## src/rtl/tag_ram_nway_lookup.sv

```systemverilog
// N-way set-associative tag store with per-entry valid bits and a registered hit vector.
// A sweep FSM clears all valid bits after reset or flush before lookups are accepted.
module tag_ram_nway_lookup #(
  parameter  int AWIDTH = 3,
  parameter  int TWIDTH = 7,
  parameter  int WAYS   = 2,
  localparam int WWIDTH = (WAYS > 1) ? $clog2(WAYS) : 1
) (
  input  logic                   clock,
  input  logic                   reset_n,
  input  logic                   flush,
  output logic                   init_done,
  input  logic                   req_valid,
  output logic                   req_ready,
  input  logic [AWIDTH-1:0]      req_index,
  input  logic [TWIDTH-1:0]      req_tag,
  output logic                   lkp_valid,
  output logic                   lkp_hit,
  output logic [WAYS-1:0]        lkp_way,
  output logic                   lkp_multi,
  output logic [WAYS*TWIDTH-1:0] lkp_tags,
  output logic [WAYS-1:0]        lkp_vbits,
  input  logic                   wr_en,
  input  logic [AWIDTH-1:0]      wr_index,
  input  logic [WWIDTH-1:0]      wr_way,
  input  logic [TWIDTH-1:0]      wr_tag,
  input  logic                   wr_vbit
);

  localparam int DEPTH = 1 << AWIDTH;

  typedef enum logic {INIT, RUN} state_t;

  state_t                   state;
  logic [AWIDTH-1:0]        sweep_cnt;
  logic [TWIDTH-1:0]        tag_mem  [DEPTH][WAYS];
  logic [WAYS-1:0]          vbit_mem [DEPTH];

  logic                     running;
  logic                     accept;
  logic                     wr_ok;
  logic [WAYS-1:0]          wr_sel;
  logic [WAYS-1:0]          rd_vbits;
  logic [WAYS-1:0]          match;
  logic [WAYS*TWIDTH-1:0]   rd_tags;
  logic [3:0]               match_cnt;

  assign running   = (state == RUN);
  assign req_ready = running & ~flush;
  assign accept    = req_valid & req_ready;
  assign wr_ok     = wr_en & running & ~flush;

  // Write-first bypass: a same-cycle write to the looked-up set replaces that way's stored entry.
  always_comb begin
    wr_sel    = '0;
    rd_vbits  = '0;
    rd_tags   = '0;
    match     = '0;
    match_cnt = '0;
    for (int unsigned w = 0; w < WAYS; w++) begin
      wr_sel[w] = wr_ok & (32'(wr_way) == w);
      if (wr_sel[w] && (wr_index == req_index)) begin
        rd_tags[w*TWIDTH +: TWIDTH] = wr_tag;
        rd_vbits[w]                 = wr_vbit;
      end else begin
        rd_tags[w*TWIDTH +: TWIDTH] = tag_mem[req_index][w];
        rd_vbits[w]                 = vbit_mem[req_index][w];
      end
      match[w]  = rd_vbits[w] & (rd_tags[w*TWIDTH +: TWIDTH] == req_tag);
      match_cnt = match_cnt + 4'(match[w]);
    end
  end

  always_ff @(posedge clock) begin
    for (int unsigned w = 0; w < WAYS; w++) begin
      if (wr_sel[w]) tag_mem[wr_index][w] <= wr_tag;
    end
  end

  always_ff @(posedge clock) begin
    if (!running) begin
      vbit_mem[sweep_cnt] <= '0;
    end else begin
      for (int unsigned w = 0; w < WAYS; w++) begin
        if (wr_sel[w]) vbit_mem[wr_index][w] <= wr_vbit;
      end
    end
  end

  always_ff @(posedge clock or negedge reset_n) begin
    if (!reset_n) begin
      state     <= INIT;
      sweep_cnt <= '0;
      init_done <= 1'b0;
      lkp_valid <= 1'b0;
      lkp_hit   <= 1'b0;
      lkp_way   <= '0;
      lkp_multi <= 1'b0;
      lkp_tags  <= '0;
      lkp_vbits <= '0;
    end else begin
      if (state == INIT) begin
        sweep_cnt <= sweep_cnt + 1'b1;
        if (sweep_cnt == '1) begin
          state     <= RUN;
          init_done <= 1'b1;
        end
      end else if (flush) begin
        state     <= INIT;
        sweep_cnt <= '0;
        init_done <= 1'b0;
      end
      lkp_valid <= accept;
      if (accept) begin
        lkp_way   <= match;
        lkp_hit   <= |match;
        lkp_multi <= (match_cnt > 4'd1);
        lkp_tags  <= rd_tags;
        lkp_vbits <= rd_vbits;
      end
    end
  end

endmodule
```

## config.mk

```make
export PLATFORM = sky130hd
export DESIGN_NAME = tag_ram_nway_lookup
export DESIGN_NICKNAME = d
export VERILOG_FILES = /design/src/rtl/tag_ram_nway_lookup.sv
export SDC_FILE = /design/constraint.sdc
export NUM_CORES = 1
export LEC_CHECK = 0
export ABC_AREA = 1
export CORE_ASPECT_RATIO = 0.7
export CORE_UTILIZATION = 48
export DETAILED_ROUTE_END_ITERATION = 7
export GPL_TIMING_DRIVEN = 0
export HOLD_SLACK_MARGIN = 0.12
export PLACE_DENSITY = 0.7
export SETUP_SLACK_MARGIN = 0.02
export SLEW_MARGIN = 20
export SYNTH_ARGS = -nofsm -noshare
export SYNTH_HDL_FRONTEND = slang
export SYNTH_SLANG_ARGS = --single-unit
```

## constraint.sdc

```tcl
create_clock -name clock -period 1.7 [get_ports clock]
set_clock_uncertainty 0.05 [all_clocks]
set_input_delay 0.51 -clock clock [delete_from_list [all_inputs] [get_ports clock]]
set_output_delay 0.51 -clock clock [all_outputs]
set_load 0.05 [all_outputs]
```

==> out/results.ini <==
[placed_design]
gp_congestion = 0.8729
hpwl_um = 12170
place_inst = 951
port_buffers = 45

[sta]
hold_viol = 0
finalWorstSetupSlack_ns = -0.3205
fin_worst_hold_slack_ns = 0.4293
fmax_mhz = 494.9
drv_slew = 0
setup_viol = 133
period_minus_slack_ns = 2.020
fin_crit_sh_pct = 118.9
worst_pin_slew_ns = 0.8250
max_slew_margin_pct = 45.00
grt_setup_unrepaired = yes

[pwr]
swShare_pct = 33.83
powerDensity_nw_per_um2 = 1256
clkPwrFrac_pct = 32.2
combPwrFrac_pct = 25.8
irDropWorstVdd_uv = 882.5
seqPwrFrac_pct = 42.0
power_mw = 11.07
leakage_nw = 3.700
intPower_mw = 7.325
p_sw_mw = 3.744

[route]
first_pass_iters = 6
post_drt_wl_per_cell_um = 18.37
ant_nets = 0
drc = 0
via_per_inst = 5.533
vias = 5622
first_iter_violations = 593
routed_wl_um = 18660

[worst_setup_path]
crit_chain = clkdlybuf4s15_2 > inv_2 > nand2_2 > nand2_2 > nor2_4 > buf_12 > nand3_2 > o21ai_1 > nand2_1 > nor2_1 > nand2_1 > nor2_2 > nand2_1 > nand2_1
cpPeakStageDelay_ns = 0.30
cp.required_ns = 2.00
path_depth = 14
cp-end-kind = flop
worstPathArrival_ns = 2.32
cp_slowest_cell = clkdlybuf4s15_2
startpoint_type = input pin
path_buf_inv = 3
crit_family = simple AND/OR/NAND/NOR gates
path_common_cell = nand2_1
path_class = input pin to flop
cp_max_fo = 7
rr_worst_depth = 13

[cts]
clk_latency_ns = 0.42
root_buffer = clkbuf_16
h-tree-depth = 4
cts_buffer_depth = 2
cts_inserted_buffers = 17
cts.sinks = 154
clk_pin_slew_worst_paths_ns = 0.07
cts_tree = done

[floorplan]
die_area_um2 = 15040
fp.dieW_um = 146.2
coreArea_um2 = 14050
die_y_um = 102.9
fp-row-count = 36
start_util_pct = 49.69
io-pin-count = 50

[synth]
yosys_warnings = 0
syn-num-nets = 745
yosysUniqueCellTypes = 28
yosysMostFrequentCell = nand2_1
synth_commonest_cells = nand2_1, edfxtp_1, nand3_1, nor2_1, inv_1
synth_ff_type = edfxtp_1
syn_area_um2 = 6983
yosysSeqAreaShare_pct = 64.36
synth.area.top_cells = edfxtp_1, nand2_1, dfrtp_1
syn_inst = 716
synthDominantCellAreaShare_pct = 55.04
synth_top_cell_by_area = edfxtp_1
synthArstFlopShare_pct = 16.88
ys_ff_latch = 154
syn_avg_cell_area_um2 = 9.753
synth_edf_count = 128

[finish]
drive_gt1_share_pct = 23.12
nFillCells = 1111
nets = 842
synthToLayoutAreaGrowth_pct = 26.20
final_cells = 1016
antenna_cells = 0

[grt]
grt.overflow.total = 0
grt_max_degree = 27
grt_pass1_vias = 5082
antenna_found_initial = 0
grt.total_usage_pct = 24.94
grt_pass1_wl_um = 27750

[run_status]
outcome = finished, violations left
violations = negative setup slack

[min_path]
whs_path_depth = 2
holdCritPathClass = flop to flop

[job]
maxCapViolations = 0

-- placed cells by master (no fill, tap or decap), types with 3 or more instances in the layout --
master	n
nand2_1	275
edfxtp_1	128
nand3_1	90
buf_2	31
nor2_1	27
dfrtp_1	26
inv_1	25
nor2_4	20
o21ai_0	19
nand2_2	18
buf_4	18
clkbuf_16	17
nor2_2	13
buf_6	13
nand4_1	13
dlygate4sd2_1	10
clkdlybuf4s50_1	9
clkbuf_2	7
buf_12	7
inv_2	5
clkinvlp_4	5
clkbuf_4	5
buf_8	4
a21oi_1	3
clkinv_1	3
inv_6	3
clkinv_4	3
-- cells by family after synthesis --
group | after synthesis | synth area share [%]
fa+ha+maj | 2 | 0.3583
flops | 154 | 64.36
compound gates | 29 | 2.132
xor+xnor | 2 | 0.5197
buf+inv | 65 | 4.103
simple gates | 464 | 28.53
-- timing repair --
item,CTS,global route
endpoints found under the hold margin,0,26
setup endpoints to repair,187,149
gates cloned,1,0
pin swaps,17,21
hold buffers,0,1
resized for setup,194,54
setup buffers,21,11
-- final cells by class --
type / instances / area (um2) / area share, %
well taps: 190 / 237.7 / 2.698
plain buffers: 31 / 240.2 / 2.726
flip-flops and latches: 154 / 4494 / 51.00
multi-input cells: 498 / 2454 / 27.84
clock buffers: 18 / 429.2 / 4.870
repair buffers: 77 / 695.7 / 7.894
inverters: 34 / 140.1 / 1.590
clock inverters: 14 / 121.4 / 1.377
-- stage by stage --
step	TNS, ns	instance area (um2)	setup WS (ns)	util [%]
2_1_floorplan	-29.56	7029	-0.2413	-
3_3_place_gp	-159.05	7717	-1.323	54.91
3_5_place_dp	-168.07	7717	-1.318	54.91
4_1_cts	-17.42	8601	-0.2176	61.20
5_1_grt	-30.88	8812	-0.4370	62.70
6_report	-19.85	8812	-0.3205	62.70
-- path summary, 6_finish.rpt --
| check | slack, ns | from | endpoint |
|---|---|---|---|
| max | -0.32 | wr_index[1] | lkp_multi |
| min | 0.43 | lkp_tags[5] | lkp_tags[5] |
| max reg2reg | -0.30 | running | lkp_multi |
| min reg2reg | 0.43 | lkp_tags[5] | lkp_tags[5] |
| max in group asynchronous | 0.63 | reset_n | lkp_tags[13] |
| min in group asynchronous | 0.59 | reset_n | lkp_tags[0] |
-- flip-flops by register name, indices dropped and copies added, names as in the netlist --
name / cells
lkp_valid: 1
lkp_hit: 1
lkp_vbits: 2
lkp_multi: 1
running: 1
vbit_mem: 16
tag_mem: 112
init_done: 1
sweep_cnt: 3
lkp_way: 2
lkp_tags: 14
-- tightest hold or removal path, delay by kind of cell (launching register included) --
family	cells	cell delay [ns]
simple gates	2	0.10
flops	1	0.34
-- power groups by stage --
stage	Clock, mW	Combinational [mW]	Sequential [mW]
finish	3.56	2.85	4.65
global route	3.74	3.06	4.69
CTS	3.56	2.59	4.65
detailed placement	0	2.59	4.73
global placement	0	2.53	4.71
floorplan	0	1.04	5.40
-- per-layer routing --
layer / vias up / share of wire [%] / track usage (%)
met2: 294 / 44 / 38.02
met4: 0 / 2.0 / 6.891
met3: 38 / 10 / 6.504
met1: 2681 / 43 / 35.61
li1: 2609 / - / -
met5: - / 0 / 0
(Power assumes the default switching activity.)
